**src/rtl/uart_bus_bridge_if.sv**
```systemverilog
// uart_bus_bridge_if: UART byte-stream and bus-master signal bundle for uart_bus_bridge
// Signals:
//   rx_data/rx_valid        received byte and one-cycle strobe
//   tx_data/tx_valid/tx_ready response byte with valid/ready handshake
//   bus_addr/bus_wdata      single-beat bus address and write data
//   bus_we/bus_re           write/read request, held until bus_ack
//   bus_rdata/bus_ack       slave read data and completion strobe
//   busy/overrun            bridge status
// Modports: master = bridge side, slave = UART/bus environment side.
interface uart_bus_bridge_if #(
    parameter int ADDR_W = 16,
    parameter int DATA_W = 8
);
    logic [7:0]        rx_data;
    logic              rx_valid;
    logic [7:0]        tx_data;
    logic              tx_valid;
    logic              tx_ready;
    logic [ADDR_W-1:0] bus_addr;
    logic [DATA_W-1:0] bus_wdata;
    logic              bus_we;
    logic              bus_re;
    logic [DATA_W-1:0] bus_rdata;
    logic              bus_ack;
    logic              busy;
    logic              overrun;

    modport master (
        input  rx_data, rx_valid, tx_ready, bus_rdata, bus_ack,
        output tx_data, tx_valid, bus_addr, bus_wdata, bus_we, bus_re, busy, overrun
    );

    modport slave (
        output rx_data, rx_valid, tx_ready, bus_rdata, bus_ack,
        input  tx_data, tx_valid, bus_addr, bus_wdata, bus_we, bus_re, busy, overrun
    );
endinterface

```
**src/rtl/uart_bus_bridge.sv**
```systemverilog
// uart_bus_bridge: UART byte-protocol to single-beat bus master bridge for host debug peek/poke
// Frames (MSB first): 'W' addr data -> 'K'; 'R' addr -> data bytes; timeout -> 'E'.
// Ports:
//   clk  system clock, rising edge
//   rst  asynchronous active-high reset
//   io   uart_bus_bridge_if.master: rx byte in, tx byte out, bus request/ack, busy, overrun
// Optional feature: define UART_BRIDGE_TIMEOUT_EN to abort a bus request that is not
// acknowledged within TIMEOUT cycles and answer 'E'.
module uart_bus_bridge #(
    parameter int ADDR_W  = 16,
    parameter int DATA_W  = 8,
    parameter int TIMEOUT = 1024
) (
    input  logic              clk,
    input  logic              rst,
    uart_bus_bridge_if.master io
);
    localparam logic [7:0] CMD_W  = 8'h57;
    localparam logic [7:0] CMD_R  = 8'h52;
    localparam logic [7:0] RSP_K  = 8'h4B;
    localparam logic [7:0] RSP_E  = 8'h45;
    localparam logic [2:0] A_LAST = 3'(ADDR_W / 8 - 1);
    localparam logic [2:0] D_LAST = 3'(DATA_W / 8 - 1);

    if (ADDR_W % 8 != 0 || ADDR_W < 8 || ADDR_W > 32 ||
        DATA_W % 8 != 0 || DATA_W < 8 || DATA_W > 32 || TIMEOUT < 2) begin : g_param_check
        $error("uart_bus_bridge: unsupported parameter set");
    end

    typedef enum logic [2:0] {IDLE, ADDR, DATA, BUS, RESP} state_t;

    state_t            state, state_nx;
    logic              is_write;
    logic              err;
    logic              expire;
    logic              cmd_byte;
    logic              last_tx;
    logic              ovr;
    logic [2:0]        cnt;
    logic [ADDR_W-1:0] addr;
    logic [DATA_W-1:0] wdata;
    logic [DATA_W-1:0] rdata;

    assign cmd_byte = io.rx_valid && (io.rx_data == CMD_W || io.rx_data == CMD_R);
    // Write acks and timeout errors are a single byte; reads return DATA_W/8 bytes.
    assign last_tx  = (err || is_write) ? cnt == 3'd0 : cnt == D_LAST;

    always_ff @(posedge clk or posedge rst) begin
        if (rst) state <= IDLE;
        else     state <= state_nx;
    end

    always_comb begin
        state_nx = state;
        case (state)
            IDLE:    if (cmd_byte) state_nx = ADDR;
            ADDR:    if (io.rx_valid && cnt == A_LAST) state_nx = is_write ? DATA : BUS;
            DATA:    if (io.rx_valid && cnt == D_LAST) state_nx = BUS;
            BUS:     if (io.bus_ack || expire) state_nx = RESP;
            RESP:    if (io.tx_ready && last_tx) state_nx = IDLE;
            default: state_nx = IDLE;
        endcase
    end

    // Request strobes and tx valid come straight from the state register, so they
    // rise/fall exactly one edge after the triggering rx byte, ack or acceptance.
    assign io.bus_addr  = addr;
    assign io.bus_wdata = wdata;
    assign io.bus_we    = state == BUS && is_write;
    assign io.bus_re    = state == BUS && !is_write;
    assign io.busy      = state != IDLE;
    assign io.tx_valid  = state == RESP;
    assign io.tx_data   = state != RESP ? 8'h00 : err ? RSP_E : is_write ? RSP_K : rdata[DATA_W-1 -: 8];
    assign io.overrun   = ovr;

    // The byte counter is shared: field position in ADDR/DATA, response byte index in RESP.
    // Read data is shifted left on every accepted byte so the top byte is always next.
    always_ff @(posedge clk or posedge rst) begin
        if (rst) begin
            is_write <= 1'b0;
            cnt      <= '0;
            addr     <= '0;
            wdata    <= '0;
            rdata    <= '0;
        end else begin
            case (state)
                IDLE: if (cmd_byte) begin
                    is_write <= io.rx_data == CMD_W;
                    cnt      <= '0;
                end
                ADDR: if (io.rx_valid) begin
                    addr <= (addr << 8) | ADDR_W'(io.rx_data);
                    cnt  <= cnt == A_LAST ? '0 : cnt + 1'b1;
                end
                DATA: if (io.rx_valid) begin
                    wdata <= (wdata << 8) | DATA_W'(io.rx_data);
                    cnt   <= cnt == D_LAST ? '0 : cnt + 1'b1;
                end
                BUS: if (io.bus_ack && !is_write) rdata <= io.bus_rdata;
                RESP: if (io.tx_ready) begin
                    cnt   <= cnt + 1'b1;
                    rdata <= rdata << 8;
                end
                default: ;
            endcase
        end
    end

    // Bytes arriving while the bus cycle or response is in flight are lost.
    always_ff @(posedge clk or posedge rst) begin
        if (rst)                                                  ovr <= 1'b0;
        else if (io.rx_valid && (state == BUS || state == RESP)) ovr <= 1'b1;
    end

`ifdef UART_BRIDGE_TIMEOUT_EN
    localparam int TW = $clog2(TIMEOUT + 1);

    logic [TW-1:0] tcnt;

    // tcnt counts completed BUS cycles; the request is held exactly TIMEOUT cycles.
    // An ack in the expiry cycle wins over the timeout.
    assign expire = state == BUS && !io.bus_ack && tcnt == TW'(TIMEOUT - 1);

    always_ff @(posedge clk or posedge rst) begin
        if (rst) begin
            tcnt <= '0;
            err  <= 1'b0;
        end else begin
            tcnt <= state == BUS ? tcnt + 1'b1 : '0;
            if (expire)             err <= 1'b1;
            else if (state == IDLE) err <= 1'b0;
        end
    end
`else
    assign expire = 1'b0;
    assign err    = 1'b0;
`endif
endmodule
```
**src/flat_wrapper.sv**
```systemverilog
// flat-port wrapper written by rule: the top's interface ports become plain ports
module uart_bus_bridge_flat 
#(
    parameter int ADDR_W  = 16,
    parameter int DATA_W  = 8,
    parameter int TIMEOUT = 1024
)
  (clk, rst, io_rx_data, io_rx_valid, io_tx_ready, io_bus_rdata, io_bus_ack, io_tx_data, io_tx_valid, io_bus_addr, io_bus_wdata, io_bus_we, io_bus_re, io_busy, io_overrun);
  uart_bus_bridge_if #(.ADDR_W(ADDR_W), .DATA_W(DATA_W)) io_i ();
  input  logic clk;
  input  logic rst;
  input wire logic [$bits(io_i.rx_data)-1:0] io_rx_data;
  input wire logic [$bits(io_i.rx_valid)-1:0] io_rx_valid;
  input wire logic [$bits(io_i.tx_ready)-1:0] io_tx_ready;
  input wire logic [$bits(io_i.bus_rdata)-1:0] io_bus_rdata;
  input wire logic [$bits(io_i.bus_ack)-1:0] io_bus_ack;
  output wire logic [$bits(io_i.tx_data)-1:0] io_tx_data;
  output wire logic [$bits(io_i.tx_valid)-1:0] io_tx_valid;
  output wire logic [$bits(io_i.bus_addr)-1:0] io_bus_addr;
  output wire logic [$bits(io_i.bus_wdata)-1:0] io_bus_wdata;
  output wire logic [$bits(io_i.bus_we)-1:0] io_bus_we;
  output wire logic [$bits(io_i.bus_re)-1:0] io_bus_re;
  output wire logic [$bits(io_i.busy)-1:0] io_busy;
  output wire logic [$bits(io_i.overrun)-1:0] io_overrun;
  assign io_i.rx_data = io_rx_data;
  assign io_i.rx_valid = io_rx_valid;
  assign io_i.tx_ready = io_tx_ready;
  assign io_i.bus_rdata = io_bus_rdata;
  assign io_i.bus_ack = io_bus_ack;
  assign io_tx_data = io_i.tx_data;
  assign io_tx_valid = io_i.tx_valid;
  assign io_bus_addr = io_i.bus_addr;
  assign io_bus_wdata = io_i.bus_wdata;
  assign io_bus_we = io_i.bus_we;
  assign io_bus_re = io_i.bus_re;
  assign io_busy = io_i.busy;
  assign io_overrun = io_i.overrun;
  uart_bus_bridge #(.ADDR_W(ADDR_W), .DATA_W(DATA_W), .TIMEOUT(TIMEOUT)) u_core (.clk(clk), .rst(rst), .io(io_i));
endmodule
```
**config.mk**
```make
export PLATFORM = sky130hd
export DESIGN_NAME = uart_bus_bridge_flat
export DESIGN_NICKNAME = d
export VERILOG_FILES = /design/src/rtl/uart_bus_bridge_if.sv /design/src/rtl/uart_bus_bridge.sv /design/src/flat_wrapper.sv
export SDC_FILE = /design/constraint.sdc
export NUM_CORES = 1
export LEC_CHECK = 0
export CAP_MARGIN = 0
export CORE_MARGIN = 2
export CORE_UTILIZATION = 40
export DETAILED_ROUTE_END_ITERATION = 12
export PLACE_DENSITY = 0.7
export SLEW_MARGIN = 40
export SYNTH_ARGS = -nofsm -noshare
export SYNTH_HDL_FRONTEND = slang
export SYNTH_SLANG_ARGS = --single-unit
```
**constraint.sdc**
```tcl
create_clock -name clk -period 2.5 [get_ports clk]
set_clock_uncertainty 0.15 [all_clocks]
set_input_delay 0.75 -clock clk [delete_from_list [all_inputs] [get_ports clk]]
set_output_delay 0.75 -clock clk [all_outputs]
set_load 0.005 [all_outputs]
```
-- Word-level counts from Yosys, hierarchy flattened
Index checks and enable logic that the tools add are counted.
- memory bits (writable): 0
- ROM bits: 0
- logic and storage cells: 67
- output and inout port bits: 37
- memories: 0
- register bits: 40
- bits in latches: 0
- reductions and logical operators: 22
- order comparisons: 0
- multiplexer cells: 19
- shift operators: 0
- div/mod/pow operators: 0
- multiply operators: 0
- bitwise gates (word level): 1
- add/sub/neg operators: 1
- eq/ne operators: 17
- operators by type and width (kind ; count):
    $mux W3 ; 11
    $mux W8 ; 4
    $eq A8 B7 Y1 const B ; 2
    $or A16 B8 Y16 ; 1
    $pmux W8 S2 ; 1
    $pmux W3 S5 ; 1
    $pmux W3 S4 ; 1
    $ne A2 B2 Y1 const B ; 5
    $reduce_and A5 Y1 ; 2
    $logic_and A1 B1 Y1 ; 8
    $ne A2 B1 Y1 const B ; 4
    $eq A3 B1 Y1 const B ; 2
    $eq A3 B2 Y1 const B ; 2
    $logic_not A3 Y1 ; 2
    $reduce_and A2 Y1 ; 3
    $reduce_bool A4 Y1 ; 1
    $add A3 B1 Y3 const B ; 1
    $eq A3 B3 Y1 const B ; 1
    $ne A3 B3 Y1 const B ; 1
    $reduce_and A3 Y1 ; 1
    $reduce_bool A3 Y1 ; 1
    $logic_or A1 B1 Y1 ; 2
    $reduce_bool A2 Y1 ; 1
    $logic_not A1 Y1 ; 1
    $mux W1 ; 1

-- Logic depth before layout (Yosys ltp)
Gate-level depths: netlist (run 1).
- word-level depth: 5
- depth in mapped cells: 6

-- Worst setup path before layout (run 1)
Ideal clock, no wire load.
- path kind: input port to flip-flop
- start point: input io_rx_valid
- end point: register u_core.addr[0], in the netlist u_core.io.bus_addr[0]
- stages on the path: 4
- path slack: 470 ps
- arrival: 1755 ps
- required time: 2225 ps
- path buffers: 1
- setup time: 125 ps
- path through: inv_1 > nor3_2 > buf_4 > mux2_2
- cells in the longest elaborated chain, start to end: 1
- ends and longest elaborated chain (item ; RTL line ; text):
    from (decl) ; flat_wrapper.sv:13 ; input wire logic [$bits(io_i.rx_valid)-1:0] io_rx_valid;
    $reduce_and A2 Y1 (no line) ; -- ;
    to (signal assigned) ; uart_bus_bridge.sv:92 ; addr <= (addr << 8) | ADDR_W'(io.rx_data);
    to (decl) ; uart_bus_bridge.sv:40 ; logic [ADDR_W-1:0] addr;
Every way passes these cells.
A chain may end at the register's enable or synchronous reset.

-- Worst setup path in the final report (run 1)
- start point: register u_core.state[1]
- end point: output io_busy
- cells in the longest elaborated chain, start to end: 1
- ends and longest elaborated chain (item ; RTL line ; text):
    from (decl) ; uart_bus_bridge.sv:32 ; state_t state, state_nx;
    from (signal assigned) ; uart_bus_bridge.sv:50 ; else state <= state_nx;
    $reduce_bool A3 Y1 ; uart_bus_bridge.sv:71 ; assign io.busy = state != IDLE;
    to (decl) ; flat_wrapper.sv:23 ; output wire logic [$bits(io_i.busy)-1:0] io_busy;
Every way passes these cells.

==> results of run 1 <==
-- metal layers --
| layer | part of all wire | routed length, microns | vias to the layer above |
|---|---|---|---|
| met5 | 0 | 0 | - |
| met4 | 0.0076 | 34 | 0 |
| met3 | 0.086 | 383 | 4 |
| met2 | 0.45 | 2000 | 56 |
| met1 | 0.46 | 2030 | 711 |
| li1 | - | - | 732 |
-- through the flow --
stage	instance area (sq um)	setup slack, ns	TNS, ns	utilization
floorplan	1900	0.470	0	-
global placement	2650	0.0339	0	0.568
detailed placement	2650	0.0203	0	0.568
CTS	2820	-0.0426	-0.0426	0.604
global route	2810	0.00969	0	0.603
finish	2810	0.0579	0	0.603
-- final cells by class --
class	instances	area, sq um
clock buffer	6	82.6
clock inverter	2	15.0
fill	394	1850
inverter	8	30.0
multi-input combinational	101	846
sequential	40	1000
tap	54	67.6
timing repair buffer	83	767
-- worst register-to-register path, stage by stage, from the launching register on --
cell,delay [ns]
dfrtp_1,0.41
buf_4,0.14
buf_6,0.11
buf_4,0.16
or3b_2,0.44
a21oi_1,0.18
o22ai_1,0.16
o221ai_1,0.19
-- how the worst max path moves through the flow --
stage | endpoint | cells past startpoint
after global placement | u_core.cnt[2]$_DFFE_PP0P_ | 6
after CTS | io_busy | 5
after global routing | io_busy | 5
after floorplan | u_core.io.bus_addr[0]$_DFFE_PP0P_ | 4
after detailed placement | u_core.cnt[2]$_DFFE_PP0P_ | 6
final | io_busy | 5
-- cell usage in the layout (no fill, tap or decap), types with 2 or more instances in the layout --
cell / netlist / layout
a21oi_1: 4 / 4
a22o_1: 8 / 8
a22oi_1: 2 / 2
a32o_1: 2 / 2
buf_4: 2 / 23
buf_6: 1 / 2
clkbuf_8: 0 / 6
clkdlybuf4s50_1: 0 / 45
clkinvlp_4: 0 / 2
dfrtp_1: 40 / 38
dfrtp_2: 0 / 2
dlygate4sd2_1: 0 / 11
ha_1: 3 / 3
inv_1: 8 / 8
mux2_2: 25 / 25
nand2_1: 3 / 3
nand2b_1: 2 / 2
nand3b_1: 2 / 2
nor2_1: 13 / 12
nor2b_1: 2 / 2
nor3b_1: 4 / 4
nor3b_4: 2 / 2
o21ai_0: 4 / 4
o22ai_1: 2 / 2
xor2_1: 3 / 3
-- timing repair --
item / CTS / global route
pin swaps: 2 / 0
resized for setup: 19 / 1
cloned: 1 / 0
setup endpoints to repair: 12 / 1
setup buffers: 8 / 0
-- registers in the layout (all words and copies together), names as in the netlist --
name                 count
u_core.rdata             8
u_core.io.bus_addr      16
u_core.io.overrun        1
u_core.cnt               3
u_core.is_write          1
u_core.io.bus_wdata      8
u_core.state             3
-- synthesized netlist by cell type, types with 2 or more instances --
cell type  number
dfrtp_1        40
mux2_2         25
nor2_1         13
a22o_1          8
inv_1           8
a21oi_1         4
nor3b_1         4
o21ai_0         4
ha_1            3
nand2_1         3
xor2_1          3
a22oi_1         2
a32o_1          2
buf_4           2
nand2b_1        2
nand3b_1        2
nor2b_1         2
nor3b_4         2
o22ai_1         2
-- power by group through the flow --
stage,Combinational (W),Clock [W],Sequential [W]
after detailed placement,0.00157,0,0.00115
after floorplan,0.000848,0,0.00114
final,0.00165,0.000452,0.00116
after global placement,0.00155,0,0.00114
after CTS,0.00166,0.000464,0.00116
after global routing,0.00180,0.000505,0.00120
-- cells by family after synthesis --
group                      after synthesis
muxes                                   26
AOI/OAI and AO/OA                       28
and+or+nand+nor                         40
adders and majority gates                3
xor gates and xnor gates                 3
DFF                                     40
buffers and inverters                   13
==> metrics, run 1 <==
status complete, no violations; top cells by area, synth dfrtp_1, mux2_2, a22o_1; Synth top area share 0.527; Die ar. 5310 sq um; actual slew at the worst max-slew pin around 0.51 ns; class of the worst hold path reg2reg; setup slack, reg-to-reg about 0.47 ns; CP Data Arrival Time 1.54 ns; Slew Limit Fails 0; family with the most delay on the worst path buffers and inverters; Total GRT Usage 0.179; largest area contributor in the netlist dfrtp_1; Reg power frac 0.355; Antenna diodes 0; VDD IR max roughly 0.64 mV; CTS Buf Count 5; Post-synth EDFFs 0; layout cells sized above 1 0.300; Final ANT Viol Nets 0; MaxCap Viol Count 0; switching share of total power 0.322; #FFs+latches synth 40; worst setup path startpoint u_core.state[1]$_DFFE_PP0P_; clk slew on worst S/H paths ~0.070 ns; RR Startpoint u_core.state[1]$_DFFE_PP0P_; number of global-route vias before repair around 1500; initial DRC count roughly 120; dpl cells ~280; Bufs and invs on worst path 4; total congestion overflow 0; Starting Density 0.407; grt peak-use layer met2; WHS Path Cells 1; GPL Wtd Cong approximately 0.76; Area Growth Syn to Fin 48.1%; hold path startpoint u_core.io.overrun$_DFFE_PP0P_; syn avg cell area ~12 sq um; Logic pwr share 0.506; max frequency between 0.4 and 0.5 GHz; Gate Count Post-Synth 153; crit-path cells buf_4 > buf_6 > buf_4 > or3_4 > clkbuf_2; crit-path max cell delay 0.41 ns; first-pass GRT wire length roughly 7200 microns; startpoint type of the worst setup path flop; crit path kind reg2out; most frequent CP cell buf_4; Post-DP HPWL about 3100 microns; register area share after synthesis 0.527; # port buffers 57; CTS H-Tree Depth 2; routed length per instance roughly 15 microns; warnings from Yosys 0; min Tclk post-route 2.44 ns; Compound-Gate Fraction of Synth Area 0.111; Clock Power Share 0.139; Final Hold Viols 0; mux cell area share after synthesis 0.154; Slowest cell on crit path dfrtp_1; Die Ht 72.9 microns; Via-to-Cell Ratio just over 5; Required @ worst endpoint between 1.5 and 2 ns; Layout Cells excl Fill about 300; Synth Net Count 177; Synth Area in Adders 0.0198; wirelength, routed approximately 4500 microns; Residual DRC 0; TritonCTS clock tree yes; Int Pwr between 0.002 and 0.0025 W; met1 GRT Util 0.232; pin count of the biggest net entering global routing 41; RSZ-0062 raised after global routing false; ys async rst share 1.00; final cycle utilization of the critical path 0.977; most common flop cell mapped by yosys dfrtp_1; Pre-Repair DR Iteration Count 4; CTS Root Cell clkbuf_8; initial antenna violation count 0; later-pin clock latency in the skew report 0.30 ns; DR vias approximately 1500; hold slack approximately 0.32 ns; Hold Buf Count CTS 0; Crit. End Element output pin; final setup fails 0; Cell Rows 25; Core Region 4660 sq um; worst reg2reg path depth 7; post-synthesis xor/xnor area fraction 0.0138; Final Total Pwr around 0.0033 W; Sw Pwr between 0.001 and 0.0015 W; met2 usage 0.273; mapped cell area between 1500 and 2000 sq um; io pins a little under 60; clock sink count 40; Synth Area in Simple Gates 0.140; met3 Track Usage GR 0.0773; Die Width 72.9 microns; Leakage Power approximately 1.3 nW; Endpoint, Worst Hold u_core.io.overrun$_DFFE_PP0P_; maximum fanout along the worst path 4; nets@finish around 260; Slew HR 0.661; main combinational cell family by area after synthesis multiplexers; PwrDens between 1000 and 1500 nW/um^2; RR Endpoint u_core.cnt[2]$_DFFE_PP0P_; count of cell types in the netlist between 40 and 50; Clock Tree Buf Depth 2
Power figures use the tool's default switching activity.
==> run 2, diff against run 1 <==
- REMOVE_ABC_BUFFERS: not set -> 1
==> metrics, run 2 (synthesized netlist as in run 1, its figures left out) <==
Post-DP HPWL around 3000 microns; Reg power frac 0.351; CP Data Arrival Time 1.49 ns; max reg flops 16; later-pin clock latency in the skew report roughly 0.29 ns; switching share of total power 0.313; class of the worst hold path reg2reg; Final ANT Viol Nets 0; Final Total Pwr between 0.003 and 0.004 W; io pins 58; Die Width 72.9 microns; VDD IR max between 0.5 and 0.6 mV; crit-path cells buf_6 > buf_4 > or3_4 > clkbuf_2; Place WS 0.0220 ns; PwrDens approximately 1200 nW/um^2; crit-path max cell delay approximately 0.42 ns; area of the multi-input gates ~850 sq um; DP Area roughly 2700 sq um; crit path kind reg2out; Via-to-Cell Ratio ~5.1; Finished Core Util 0.606; most frequent cells in the layout clkdlybuf4s50_1, dfrtp_1, mux2_2, buf_4, nor2_1; actual slew at the worst max-slew pin about 0.50 ns; CTS H-Tree Depth 2; number of global-route vias before repair around 1500; Clock Tree Buf Depth 2; initial antenna violation count 0; fill count just under 400; first-pass GRT wire length ~7000 microns; DR vias roughly 1500; worst setup path startpoint u_core.state[1]$_DFFE_PP0P_; routed length per instance about 15 microns; Residual DRC 0; Logic pwr share 0.488; Area Growth Syn to Fin 48.8%; Slew HR 0.668; MaxCap Viol Count 0; Starting Density 0.407; Slew Limit Fails 0; final setup fails 0; # port buffers 57; CTS Root Cell clkbuf_8; most common cell after layout, fill and taps aside clkdlybuf4s50_1; startpoint type of the worst setup path flop; CTS Buf Count 5; Leakage Power ~1.4 nW; final cycle utilization of the critical path 0.956; Core Region about 4700 sq um; layout cells sized above 1 0.306; design area between 2000 and 3000 sq um; Slowest cell on crit path dfrtp_1; maximum fanout along the worst path 11; Die ar. between 5000 and 6000 sq um; Cell Rows 25; min Tclk post-route approximately 2.4 ns; wirelength, routed 4260 microns; fin worst setup slack 0.109 ns; pin count of the biggest net entering global routing 41; Antenna diodes 0; sequential cell area roughly 1000 sq um; Clock Power Share 0.161; initial DRC count 25; clk slew on worst S/H paths 0.08 ns; status complete, no violations; Crit. End Element output pin; Pre-Repair DR Iteration Count 4; Required @ worst endpoint about 1.6 ns; Final Hold Viols 0; TritonCTS clock tree yes; RSZ-0062 raised after global routing false; nets@finish approximately 260; total congestion overflow 0; GPL Wtd Cong 0.777; clock sink count 40; Int Pwr between 0.002 and 0.0025 W; hold path startpoint u_core.io.overrun$_DFFE_PP0P_; Total GRT Usage 0.168; max frequency 0.418 GHz; Sw Pwr 0.00103 W; Final TNS setup 0 ns; RR Startpoint u_core.state[1]$_DFFE_PP0P_; Die Ht between 70 and 80 microns
==> run 2: worst paths after layout <==
kind / endpoint / slack (ns) / cells after the start
worst max-delay path: io_busy / 0.11 / 4
worst min-delay path: u_core.io.overrun$_DFFE_PP0P_ / 0.31 / 1
worst max register to register: u_core.cnt[2]$_DFFE_PP0P_ / 0.55 / 7
worst min register to register: u_core.io.overrun$_DFFE_PP0P_ / 0.31 / 1
max in group asynchronous: u_core.state[2]$_DFFE_PP0P_ / 1.11 / 3
min in group asynchronous: u_core.rdata[1]$_DFFE_PP0P_ / 0.72 / 3
==> run 2: power groups by stage <==
| stage | combinational (W) | sequential [W] | clock (W) |
|---|---|---|---|
| 5_1_grt | 0.00176 | 0.00120 | 0.000573 |
| 3_3_place_gp | 0.00156 | 0.00115 | 0 |
| 3_5_place_dp | 0.00158 | 0.00116 | 0 |
| 2_1_floorplan | 0.000760 | 0.00118 | 0 |
| 6_report | 0.00160 | 0.00115 | 0.000531 |
| 4_1_cts | 0.00161 | 0.00116 | 0.000551 |
==> run 2: critical path: cells and delay by family (launching register included) <==
family | cells | cell delay, ns
buf+inv | 3 | 0.44
flops | 1 | 0.42
simple gates | 1 | 0.35
==> run 2: what timing repair did <==
item                       in CTS  in global routing
hold buffers                    0                  0
setup endpoints to repair      12                  8
resized for setup              13                 14
setup buffers                   1                  2
pin swaps                       0                  1
==> run 2: layer usage <==
metal / part of all wire / GRT usage / wire (microns)
met1: 0.45 / 0.229 / 1940
met2: 0.46 / 0.262 / 1980
met3: 0.076 / 0.0497 / 322
met4: 0.0054 / 0.0494 / 23
met5: 0 / 0 / 0
==> run 2: layout make-up <==
class	count	share of cell area
Clock buffer	5	0.0244
Clock inverter	3	0.0164
Inverter	8	0.0106
Multi-Input combinational cell	100	0.302
Sequential cell	40	0.355
Tap cell	54	0.0239
Timing Repair Buffer	79	0.268
==> run 2: stage by stage <==
step	hold slack, ns	instances
2_1_floorplan	0.301	148
3_3_place_gp	0.293	278
3_5_place_dp	0.294	278
4_1_cts	0.313	287
5_1_grt	0.354	289
6_report	0.313	289
==> run 3, diff against run 2 <==
- CORE_UTILIZATION: 40 -> 37
- PLACE_DENSITY: 0.7 -> 0.66
==> metrics, run 3 (synthesized netlist as in run 1, its figures left out) <==
status complete, no violations; Area Growth Syn to Fin 52.8%; min Tclk post-route ~2.4 ns; startpoint type of the worst setup path flop; final setup fails 0; first-pass GRT wire length just under 7000 microns; Die ar. 5720 sq um; class of the worst hold path reg2reg; Die Ht about 76 microns; Via-to-Cell Ratio between 4 and 5; actual slew at the worst max-slew pin ~0.51 ns; Required @ worst endpoint 1.60 ns; later-pin clock latency in the skew report slightly below 0.3 ns; Antenna diodes 0; routed length per instance around 14 microns; Residual DRC 0; Crit. End Element output pin; total congestion overflow 0; pin count of the biggest net entering global routing just over 40; crit path kind reg2out; GPL Wtd Cong between 0.7 and 0.8; Final Hold Viols 0; number of global-route vias before repair between 1500 and 2000; CP Data Arrival Time 1.51 ns; CTS Root Cell clkbuf_8; clk slew on worst S/H paths ~0.070 ns; Leakage Power approximately 1.4 nW; Pre-Repair DR Iteration Count 4; DR vias 1513; hold slack 0.314 ns; nets@finish between 200 and 300; clock sink count 40; Final ANT Viol Nets 0; VDD IR max about 0.56 mV; io pins 58; # port buffers between 50 and 60; maximum fanout along the worst path 7; Post-DP HPWL approximately 3100 microns; Slew Limit Fails 0; max frequency between 0.4 and 0.5 GHz; Total GRT Usage 0.164; Clock Tree Buf Depth 2; Hold Buf Count CTS 0; initial DRC count 59; Finished Core Util 0.575; most common cell after layout, fill and taps aside clkdlybuf4s50_1; max reg flops 16; Core Region slightly above 5000 sq um; layout cells sized above 1 0.320; Cell Rows 26; Starting Density 0.376; MaxCap Viol Count 0; final cycle utilization of the critical path 0.964; most frequent cells in the layout clkdlybuf4s50_1, dfrtp_1, buf_4, mux2_2, nor2_1; CTS Buf Count 5; wirelength, routed ~4500 microns; Die Width ~76 microns; Slew HR 0.662; initial antenna violation count 0; RSZ-0062 raised after global routing false; CTS H-Tree Depth 2; PwrDens roughly 1100 nW/um^2; TritonCTS clock tree yes
[run 3: layout make-up]
cell class	count	area, sq um
clock buffer	8	90.1
fill	463	2140
inverter	8	30.0
multi-input combinational	100	842
sequential	40	1000
tap	70	87.6
timing repair buffer	91	847
[run 3: stage by stage]
step	total power, W	TNS [ns]	std cells	area, sq um	setup WS, ns
finish	0.00331	0	317	2900	0.0890
global route	0.00355	0	317	2900	0.00655
CTS	0.00323	-0.219	307	2810	-0.106
detailed placement	0.00273	0	296	2690	0.00545
global placement	0.00271	0	296	2690	0.0242
floorplan	0.00194	0	148	1860	0.302
[run 3: repair_timing]
| item | in CTS | in global routing |
|---|---|---|
| setup endpoints to repair | 12 | 7 |
| hold endpoints to repair | 0 | 0 |
| gates resized for setup | 11 | 13 |
| pin swaps | 1 | 2 |
| buffers inserted | 3 | 10 |
[run 3: metal layers]
| metal | global-route usage | vias to the layer above | share of wire |
|---|---|---|---|
| li1 | - | 739 | - |
| met1 | 0.210 | 721 | 0.47 |
| met2 | 0.268 | 48 | 0.45 |
| met3 | 0.0476 | 5 | 0.066 |
| met4 | 0.0526 | 0 | 0.0098 |
| met5 | 0 | - | 0 |
[run 3: path summary, 6_finish.rpt]
path | startpoint | end | cells past startpoint | slack (ns)
setup / recovery | u_core.state[0]$_DFFE_PP0P_ | io_tx_data[4] | 5 | 0.09
hold / removal | u_core.io.overrun$_DFFE_PP0P_ | u_core.io.overrun$_DFFE_PP0P_ | 1 | 0.31
setup reg to reg | u_core.state[1]$_DFFE_PP0P_ | u_core.cnt[2]$_DFFE_PP0P_ | 7 | 0.54
hold reg to reg | u_core.io.overrun$_DFFE_PP0P_ | u_core.io.overrun$_DFFE_PP0P_ | 1 | 0.31
max in group asynchronous | rst | u_core.is_write$_DFFE_PP0P_ | 3 | 1.08
min in group asynchronous | rst | u_core.io.bus_addr[10]$_DFFE_PP0P_ | 3 | 0.74
[run 3: where the power goes]
part | switching, W | total [W] | internal, W
registers | 0.000196 | 0.00115 | 0.000957
clock network | 0.000215 | 0.000440 | 0.000225
logic | 0.000628 | 0.00172 | 0.00109
[run 3: critical path, cell delays in order, from the launching register on]
cell and delay [ns]:
dfrtp_1 0.42, nor2_4 0.15, nand2_4 0.09, buf_4 0.15
nor3b_1 0.17, dlygate4sd2_1 0.25
